### src/rtl/spart_pkg.sv
// Shared SPART definitions: data/divisor widths, reset divisor, TX FSM states.
// Optional feature macro: SPART_TX_PARITY_EN adds the PARITY state (even parity).
package spart_pkg;

  localparam int unsigned DIV_W     = 16;
  localparam int unsigned DATA_W    = 8;
  localparam int unsigned BIT_CNT_W = 3;

  // 9600 baud at 50 MHz: bit period is DEFAULT_DIV+1 clocks
  localparam logic [DIV_W-1:0] DEFAULT_DIV = 16'd5207;

  typedef enum logic [2:0] {
    ST_IDLE   = 3'd0,
    ST_START  = 3'd1,
    ST_DATA   = 3'd2,
`ifdef SPART_TX_PARITY_EN
    ST_PARITY = 3'd3,
`endif
    ST_STOP   = 3'd4
  } tx_state_e;

  // Even parity over a data byte
  function automatic logic even_parity(input logic [DATA_W-1:0] d);
    return ^d;
  endfunction

endpackage

### src/rtl/spart_tx_if.sv
// Bus-side signal bundle of the SPART transmitter: write strobes, data byte,
// transmit-buffer-ready status and the serial TX pin.
interface spart_tx_if;
  import spart_pkg::*;

  logic              transmit_write_en;
  logic [DATA_W-1:0] write_line;
  logic              baud_write_en;
  logic              baud_write_location;
  logic              tbr;
  logic              txd;

  // Bus interface side
  modport master (
    output transmit_write_en, write_line, baud_write_en, baud_write_location,
    input  tbr, txd
  );

  // Transmitter side
  modport slave (
    input  transmit_write_en, write_line, baud_write_en, baud_write_location,
    output tbr, txd
  );

endinterface

### src/rtl/spart_baud_gen.sv
// Baud generator: byte-writable 16-bit divisor and a down-counter that marks
// the last cycle of each bit. A bit lasts divisor+1 clocks; a divisor change
// only takes effect at the next reload.
module spart_baud_gen
  import spart_pkg::*;
(
  input  logic              clk,
  input  logic              rst_n,
  input  logic              i_baud_we,
  input  logic              i_baud_loc,
  input  logic [DATA_W-1:0] i_wdata,
  input  logic              i_run,
  input  logic              i_reload,
  output logic              o_bit_end_c
);

  logic [DIV_W-1:0] r_div;
  logic [DIV_W-1:0] r_cnt;

  // Divisor register, one byte lane per write
  always_ff @(posedge clk or negedge rst_n) begin
    if (!rst_n) begin
      r_div <= DEFAULT_DIV;
    end else if (i_baud_we) begin
      if (i_baud_loc) begin
        r_div[DIV_W-1:DATA_W] <= i_wdata;
      end else begin
        r_div[DATA_W-1:0] <= i_wdata;
      end
    end
  end

  // Bit-period down-counter; reload wins over counting
  always_ff @(posedge clk or negedge rst_n) begin
    if (!rst_n) begin
      r_cnt <= '0;
    end else if (i_reload) begin
      r_cnt <= r_div;
    end else if (i_run && (r_cnt != '0)) begin
      r_cnt <= r_cnt - DIV_W'(1);
    end
  end

  assign o_bit_end_c = i_run && (r_cnt == '0);

endmodule

### src/rtl/spart_tx.sv
// SPART transmit stage: one-byte holding register in front of a shift
// register, sending 8N1 frames LSB first on a registered TX pin.
// Optional feature macro: SPART_TX_PARITY_EN inserts an even-parity bit
// between the last data bit and the stop bit (11-bit frame).
module spart_tx
  import spart_pkg::*;
(
  input  logic       clk,
  input  logic       rst_n,
  spart_tx_if.slave  bus
);

  tx_state_e              r_state;
  tx_state_e              w_state_nxt;
  logic [DATA_W-1:0]      r_hold;
  logic [DATA_W-1:0]      w_hold_nxt;
  logic [DATA_W-1:0]      r_shift;
  logic [DATA_W-1:0]      w_shift_nxt;
  logic [BIT_CNT_W-1:0]   r_bit_cnt;
  logic [BIT_CNT_W-1:0]   w_bit_cnt_nxt;
  logic                   r_tbr;
  logic                   w_tbr_nxt;
  logic                   r_txd;
  logic                   w_txd_nxt;
  logic                   w_load;
  logic                   w_reload;
  logic                   w_run;
  logic                   w_bit_end;
`ifdef SPART_TX_PARITY_EN
  logic                   r_par;
  logic                   w_par_nxt;
`endif

  assign w_run = (r_state != ST_IDLE);

  spart_baud_gen u_baud (
    .clk         (clk),
    .rst_n       (rst_n),
    .i_baud_we   (bus.baud_write_en),
    .i_baud_loc  (bus.baud_write_location),
    .i_wdata     (bus.write_line),
    .i_run       (w_run),
    .i_reload    (w_reload),
    .o_bit_end_c (w_bit_end)
  );

  // FSM state register
  always_ff @(posedge clk or negedge rst_n) begin
    if (!rst_n) begin
      r_state <= ST_IDLE;
    end else begin
      r_state <= w_state_nxt;
    end
  end

  // Next state, holding/shift datapath and next TX pin level
  always_comb begin
    w_state_nxt   = r_state;
    w_hold_nxt    = r_hold;
    w_shift_nxt   = r_shift;
    w_bit_cnt_nxt = r_bit_cnt;
    w_tbr_nxt     = r_tbr;
    w_load        = 1'b0;
    w_txd_nxt     = 1'b1;
`ifdef SPART_TX_PARITY_EN
    w_par_nxt     = r_par;
`endif

    case (r_state)
      ST_IDLE: begin
        if (!r_tbr) begin
          w_load      = 1'b1;
          w_state_nxt = ST_START;
        end
      end
      ST_START: begin
        if (w_bit_end) begin
          w_state_nxt = ST_DATA;
        end
      end
      ST_DATA: begin
        if (w_bit_end) begin
          w_shift_nxt = r_shift >> 1;
          if (r_bit_cnt == BIT_CNT_W'(DATA_W - 1)) begin
            w_bit_cnt_nxt = '0;
`ifdef SPART_TX_PARITY_EN
            w_state_nxt   = ST_PARITY;
`else
            w_state_nxt   = ST_STOP;
`endif
          end else begin
            w_bit_cnt_nxt = r_bit_cnt + BIT_CNT_W'(1);
          end
        end
      end
`ifdef SPART_TX_PARITY_EN
      ST_PARITY: begin
        if (w_bit_end) begin
          w_state_nxt = ST_STOP;
        end
      end
`endif
      ST_STOP: begin
        if (w_bit_end) begin
          if (!r_tbr) begin
            // Queued byte follows with no idle gap
            w_load      = 1'b1;
            w_state_nxt = ST_START;
          end else begin
            w_state_nxt = ST_IDLE;
          end
        end
      end
      default: begin
        w_state_nxt = ST_IDLE;
      end
    endcase

    // Transfer frees the holding slot before a write is considered
    if (w_load) begin
      w_shift_nxt = r_hold;
      w_tbr_nxt   = 1'b1;
`ifdef SPART_TX_PARITY_EN
      w_par_nxt   = even_parity(r_hold);
`endif
    end

    // Write accepted only when the slot was already empty this cycle
    if (bus.transmit_write_en && r_tbr) begin
      w_hold_nxt = bus.write_line;
      w_tbr_nxt  = 1'b0;
    end

    case (w_state_nxt)
      ST_START:  w_txd_nxt = 1'b0;
      ST_DATA:   w_txd_nxt = w_shift_nxt[0];
`ifdef SPART_TX_PARITY_EN
      ST_PARITY: w_txd_nxt = w_par_nxt;
`endif
      default:   w_txd_nxt = 1'b1;
    endcase
  end

  assign w_reload = w_bit_end || w_load;

  // Datapath and registered outputs
  always_ff @(posedge clk or negedge rst_n) begin
    if (!rst_n) begin
      r_hold    <= '0;
      r_shift   <= '0;
      r_bit_cnt <= '0;
      r_tbr     <= 1'b1;
      r_txd     <= 1'b1;
`ifdef SPART_TX_PARITY_EN
      r_par     <= 1'b0;
`endif
    end else begin
      r_hold    <= w_hold_nxt;
      r_shift   <= w_shift_nxt;
      r_bit_cnt <= w_bit_cnt_nxt;
      r_tbr     <= w_tbr_nxt;
      r_txd     <= w_txd_nxt;
`ifdef SPART_TX_PARITY_EN
      r_par     <= w_par_nxt;
`endif
    end
  end

  assign bus.tbr = r_tbr;
  assign bus.txd = r_txd;

endmodule

### src/flat_wrapper.sv
// flat-port wrapper written by rule: the top's interface ports become plain ports
module spart_tx_flat import spart_pkg::*;
  (clk, rst_n, bus_transmit_write_en, bus_write_line, bus_baud_write_en, bus_baud_write_location, bus_tbr, bus_txd);
  spart_tx_if bus_i ();
  input  logic clk;
  input  logic rst_n;
  input wire logic [$bits(bus_i.transmit_write_en)-1:0] bus_transmit_write_en;
  input wire logic [$bits(bus_i.write_line)-1:0] bus_write_line;
  input wire logic [$bits(bus_i.baud_write_en)-1:0] bus_baud_write_en;
  input wire logic [$bits(bus_i.baud_write_location)-1:0] bus_baud_write_location;
  output wire logic [$bits(bus_i.tbr)-1:0] bus_tbr;
  output wire logic [$bits(bus_i.txd)-1:0] bus_txd;
  assign bus_i.transmit_write_en = bus_transmit_write_en;
  assign bus_i.write_line = bus_write_line;
  assign bus_i.baud_write_en = bus_baud_write_en;
  assign bus_i.baud_write_location = bus_baud_write_location;
  assign bus_tbr = bus_i.tbr;
  assign bus_txd = bus_i.txd;
  spart_tx u_core (.clk(clk), .rst_n(rst_n), .bus(bus_i));
endmodule
### config.mk
export PLATFORM = sky130hd
export DESIGN_NAME = spart_tx_flat
export DESIGN_NICKNAME = d
export VERILOG_FILES = /design/src/rtl/spart_pkg.sv /design/src/rtl/spart_tx_if.sv /design/src/rtl/spart_baud_gen.sv /design/src/rtl/spart_tx.sv /design/src/flat_wrapper.sv
export SDC_FILE = /design/constraint.sdc
export NUM_CORES = 1
export LEC_CHECK = 0
export ABC_AREA = 1
export CAP_MARGIN = 10
export CELL_PAD_IN_SITES_DETAIL_PLACEMENT = 2
export CELL_PAD_IN_SITES_GLOBAL_PLACEMENT = 2
export CORE_MARGIN = 3
export CORE_UTILIZATION = 39
export CTS_CLUSTER_DIAMETER = 40
export CTS_CLUSTER_SIZE = 16
export DETAILED_ROUTE_END_ITERATION = 16
export PLACE_DENSITY = 0.94
export SYNTH_ARGS = -nofsm -noshare
export SYNTH_HDL_FRONTEND = slang
export SYNTH_SLANG_ARGS = --single-unit
### constraint.sdc
create_clock -name clk -period 3.3 [get_ports clk]
set_input_delay 0.99 -clock clk [delete_from_list [all_inputs] [get_ports clk]]
set_output_delay 0.99 -clock clk [all_outputs]
set_load 0.01 [all_outputs]
=== Word level (Yosys, flattened, before mapping) ===
Cells that the tools add are included.

* Logic and storage cells: 54
* Register bits after elaboration: 56
* Input port bits: 13
* Output and inout port bits: 2

* Mux-type cells: 19
* Bitwise operators: 1
* Add/sub/neg operators: 2
* Reduce and logical (&&, ||, !) cells: 16
* Equality and inequality tests: 6

{| class="wikitable"
|+ Operator list
! cell !! count
|-
| 16-bit two-way mux || 2
|-
| 8-bit two-way mux || 3
|-
| 3-bit two-way mux || 6
|-
| 16-bit logical NOT || 1
|-
| 16-bit nonzero test || 1
|-
| 16-bit by 1-bit subtractor with 16-bit output (second input constant) || 1
|-
| 3-bit case mux with 4 select lines || 1
|-
| 2-bit AND reduction || 4
|-
| 2-bit nonzero test || 4
|-
| 3-bit by 1-bit == test with 1-bit output (second input constant) || 2
|-
| 3-bit by 2-bit == test with 1-bit output (second input constant) || 2
|-
| 3-bit == test (second input constant) || 2
|-
| 1-bit two-way mux || 5
|-
| 1-bit case mux with 2 select lines || 2
|-
| 3-bit by 1-bit adder with 3-bit output (second input constant) || 1
|-
| 1-bit logical AND || 3
|-
| 3-bit logical NOT || 1
|-
| 3-bit nonzero test || 1
|-
| 1-bit logical OR || 1
|-
| 1-bit NOT || 1
|}

=== Longest topological paths before layout ===
* Depth after elaboration: 6
* Depth in mapped cells: 13
* Mapped depth without buffers: 13

=== Cells and area by module ===
Synthesis repeated with hierarchy kept, for this count alone.

* Cell total of the unflattened synthesis: 354
* Area total of the unflattened synthesis: 2955.3 um^2

{| class="wikitable"
|+ By module, submodules not included
! module !! cells each !! seq. area each (um^2) !! instances !! area each (um^2)
|-
| spart_baud_gen || 243 || 809.5 || 1 || 1829.3
|-
| spart_tx || 111 || 603.1 || 1 || 1126.1
|}

=== Worst setup path before layout ===
No wires, ideal clock.

* Path type: register -> register
* From: reg u_core.u_baud.r_cnt[0]
* To: reg u_core.r_shift[1]
* Cell stages (with the launch flop): 14
* Buffers on the path: 0
* Library setup time: 119 ps
* Slack: 1646 ps
* Arrival time: 1535 ps
* Cell sequence: dfrtp_1 -> inv_1 -> ha_1 -> inv_1 -> nor2_1 -> nand2_1 -> nor2_4 -> nand2_4 -> nand2_2 -> nand2_2 -> o21ai_2 -> nand2_1 -> nand2_1 -> nand2_1

* Longest elaborated chain between the ends: 6
* Elaborated cells on any way between the ends: 8
* Classes of those cells: mux (3); reduce/logical (5)

{| class="wikitable"
|+ Ends and longest elaborated chain
! what !! line !! text
|-
| start: declaration || spart_baud_gen.sv:18 || <nowiki>logic [DIV_W-1:0] r_cnt;</nowiki>
|-
| start signal: assignment || spart_baud_gen.sv:38 || <nowiki>r_cnt <= r_div;</nowiki>
|-
| start signal: assignment || spart_baud_gen.sv:40 || <nowiki>r_cnt <= r_cnt - DIV_W'(1);</nowiki>
|-
| 16-bit logical NOT (*) || spart_baud_gen.sv:44 || <nowiki>assign o_bit_end_c = i_run && (r_cnt == '0);</nowiki>
|-
| 1-bit logical AND (*) || spart_baud_gen.sv:44 ||
|-
| 1-bit two-way mux || spart_tx.sv:104 || <nowiki>if (w_bit_end) begin</nowiki>
|-
| 1-bit case mux with 2 select lines || spart_tx.sv:69 || <nowiki>case (r_state)</nowiki>
|-
| 2-bit nonzero test (no source line) || - ||
|-
| 2-bit AND reduction (no source line) || - ||
|-
| end signal: assignment || spart_tx.sv:159 || <nowiki>r_shift <= w_shift_nxt;</nowiki>
|-
| end: declaration || spart_tx.sv:17 || <nowiki>logic [DATA_W-1:0] r_shift;</nowiki>
|}

Mark *: on every way between the ends. The rest lies on a longest branch, timed or not.
A chain may end at the register's enable or synchronous reset.

=== Worst setup path in the final report ===
* From: reg u_core.r_tbr (netlist: u_core.bus.tbr)
* To: out bus_tbr

{| class="wikitable"
|+ RTL lines
! what !! line !! text
|-
| start: declaration || spart_tx.sv:21 || <nowiki>logic r_tbr;</nowiki>
|-
| start signal: assignment || spart_tx.sv:161 || <nowiki>r_tbr <= w_tbr_nxt;</nowiki>
|-
| end: declaration || flat_wrapper.sv:11 || <nowiki>output wire logic [$bits(bus_i.tbr)-1:0] bus_tbr;</nowiki>
|}

No word-level cell between the ends.

==> results by group <==
Outcome
  • Outcome: finished, final reports clean

CTS
  • H-Tree Depth: 2
  • Post-CTS setup buffer count: 0
  • Post-CTS Resized: 0
  • Clock Latency Late Sink: 0.32 ns
  • TritonCTS clock tree: yes
  • Hold_buf cts: 0
  • CTS buffer count: 5
  • CTS Buffer Depth: 2
  • Clk sinks: 56
  • Clock transition at the registers of the reported paths: 0.10 ns
  • CTS root buf: clkbuf_8

Global routing
  • Number of global-route vias before repair: 2811
  • Global route overflow: 0
  • First-pass GRT wire length: 15700 microns
  • Initial antenna violation count: 0
  • Total GRT Usage: 24.5%
  • Largest net degree at the start of global routing: 24

Cells and area
  • Nets: 384
  • Area growth, synth to finish: 11.5%
  • Util after Layout: 45.6%
  • # diodes: 0
  • Final-layout fill cell count: 796
  • Share of layout cells above drive strength 1: 10.9%
  • Final Non-Filler Cells: 464
  • Post-route cell area: 3150 sq um

Critical path
  • Nature of the critical path endpoint: output pin
  • Req. time, crit path: 2.31 ns
  • Slowest stage delay, CP: 0.57 ns
  • Worst-path cell chain: clkdlybuf4s50_1
  • CP bufs+invs: 1
  • Crit-path max FO: 4
  • Worst Setup Path Type: flop to output pin
  • Startpoint types: flop
  • Worst Path Arrival: 1.43 ns
  • CP top delay family: flip-flops
  • Worst path slowest cell: dfstp_2

STA
  • Final setup fails: 0
  • F_max: 413 MHz
  • Hold WS: 0.491 ns
  • Worst-margin pin slew: 0.736 ns
  • Final Hold Vio Count: 0
  • Relative slew margins: 50.6%
  • RSZ-0062 raised after global routing: false
  • Fin. max-slew vios: 0
  • Tcrit/Tclk final: 73.3%
  • TNS Setup: 0 ns
  • Worst setup margin: 0.880 ns
  • Final worst path period need: 2.42 ns
  • Clk_skew: 0.00779 ns

Drt
  • DRC violations left: 0
  • DR WL/cell: 20.5 microns
  • ANT nets after route: 0
  • Vias post-DR: 2507
  • Via/cell ratio: 5.40
  • Initial DRT Pass Iterations: 4
  • Final wirelength: 9530 microns
  • Iter 0 DRT Violations: 176

Yosys
  • Yosys reg bits: 56
  • Yosys warning count: 0
  • Cell variety after synth: 32
  • Mapped cell area: 2820 sq um
  • Mapped Nets: 368
  • Synthesized instance count: 351
  • Seq/Total Area, Yosys: 50.0%
  • Synth Area per Inst: 8.04 sq um

Pwr
  • Net Sw Frac: 43.5%
  • Clock power frac: 16.6%
  • Seq pwr share: 45.6%
  • Int Pwr: 1.41 mW
  • Final total power: 2.50 mW
  • PD cells: 794 nW/um^2
  • Switching power: 1.09 mW
  • Leakage: 1.50 nW
  • Peak supply drop: 0.000354 V
  • Combinational power share: 37.9%

Place
  • Post-DP Area: 3050 sq um
  • DP Cell Count: 456
  • DP Worst Slack: 1.05 ns
  • IO Port Bufs: 14
  • HPWL after DPL: 6710 microns
  • Final GP Congestion: 0.847

Floorplan
  • Standard-cell rows: 30
  • Initial core utilization: 40.9%
  • Chip width: 91.1 microns
  • Core footprint: 6910 sq um
  • Num ports: 15
  • Chip height: 91.1 microns
  • Die ar.: 8290 sq um

Run
  • Max_cap viols: 0

Min path
  • Hold crit path type: flop to flop
cell usage after synthesis:
master | number | area (sq um)
buf_2 | 3 | 15.0
nor3b_1 | 1 | 7.51
a21boi_2 | 1 | 11.3
a31oi_1 | 1 | 6.26
nand3b_1 | 1 | 7.51
o21a_1 | 1 | 7.51
inv_2 | 2 | 7.51
inv_1 | 31 | 116
buf_6 | 2 | 22.5
o211ai_1 | 2 | 15.0
nand2_2 | 4 | 25.0
and2_1 | 1 | 6.26
nor2_2 | 4 | 25.0
nand3_2 | 1 | 10.0
xnor2_1 | 1 | 8.76
nand4_1 | 1 | 6.26
nor3_1 | 2 | 10.0
o21ai_2 | 1 | 8.76
dfrtp_1 | 47 | 1180
nor2_4 | 3 | 33.8
xor2_1 | 7 | 61.3
o21ai_0 | 37 | 185
nand3_1 | 19 | 95.1
clkbuf_1 | 3 | 11.3
nand2_4 | 3 | 33.8
nor2_1 | 30 | 113
nand2_1 | 111 | 417
ha_1 | 4 | 50.1
a21oi_1 | 6 | 30.0
o21ai_1 | 11 | 55.1
a22o_1 | 1 | 8.76
dfstp_2 | 9 | 236
worst min-delay path: cells and delay by family (launching register included):
kind,cells,cell delay (ns)
flops,1,0.35
compound gates,1,0.06
simple gates,1,0.05
metal layers:
layer | part of all wire (%) | vias to the layer above | global-route usage (%)
li1 | - | 1146 | -
met1 | 44 | 1284 | 31.0
met4 | 2.1 | 0 | 6.53
met2 | 52 | 59 | 43.5
met5 | 0 | - | 0
met3 | 2.8 | 18 | 3.89
cell type report:
cell class,count,area [sq um],share of cell area [%]
clock inverters,2,13.8,0.437
inverters,33,124,3.93
clock buffers,6,82.6,2.62
flip-flops and latches,56,1410,44.9
multi-input cells,254,1240,39.3
repair buffers,17,158,5.01
well taps,96,120,3.82
kinds of logic after synthesis:
group	synth area share (%)
AOI/OAI and AO/OA	11.6
xor gates and xnor gates	2.48
adders and majority gates	1.77
and+or+nand+nor	28.0
DFF	50.0
buffers and inverters	6.12
placed cells by master, fill, tap and decap left out, types with 6 or more instances in the layout:
| cell type | synthesis | layout |
|---|---|---|
| nand2_1 | 111 | 111 |
| dfrtp_1 | 47 | 47 |
| o21ai_0 | 37 | 37 |
| inv_1 | 31 | 31 |
| nor2_1 | 30 | 30 |
| nand3_1 | 19 | 19 |
| clkdlybuf4s50_1 | 0 | 13 |
| o21ai_1 | 11 | 11 |
| dfstp_2 | 9 | 9 |
| xor2_1 | 7 | 7 |
| a21oi_1 | 6 | 6 |
| clkbuf_8 | 0 | 6 |
state kept, by name, indices dropped and copies added, names as in the netlist:
name	count
u_core.bus.txd	1
u_core.r_bit_cnt	3
u_core.u_baud.r_div	16
u_core.bus.tbr	1
u_core.r_state	3
u_core.u_baud.r_cnt	16
u_core.r_hold	8
u_core.r_shift	8
power groups by stage:
stage	Combinational [mW]	Sequential, mW	Clock [mW]
2_1_floorplan	0.646	1.07	0
3_3_place_gp	0.823	1.13	0
3_5_place_dp	0.901	1.14	0
4_1_cts	0.949	1.14	0.420
5_1_grt	1.06	1.17	0.449
6_report	0.946	1.14	0.414
final timing paths:
kind                                        start                      end  slack [ns]  cells past startpoint
setup / recovery                   u_core.bus.tbr                  bus_tbr        0.88                      1
hold / removal             u_core.u_baud.r_div[9]   u_core.u_baud.r_div[9]        0.49                      2
setup reg to reg           u_core.u_baud.r_cnt[0]        u_core.r_shift[1]        1.09                     13
hold reg to reg            u_core.u_baud.r_div[9]   u_core.u_baud.r_div[9]        0.49                      2
max in group asynchronous                   rst_n  u_core.u_baud.r_div[12]        1.95                      2
min in group asynchronous                   rst_n   u_core.u_baud.r_cnt[7]        0.60                      1
Note: power is estimated with default switching activity, not from simulation.
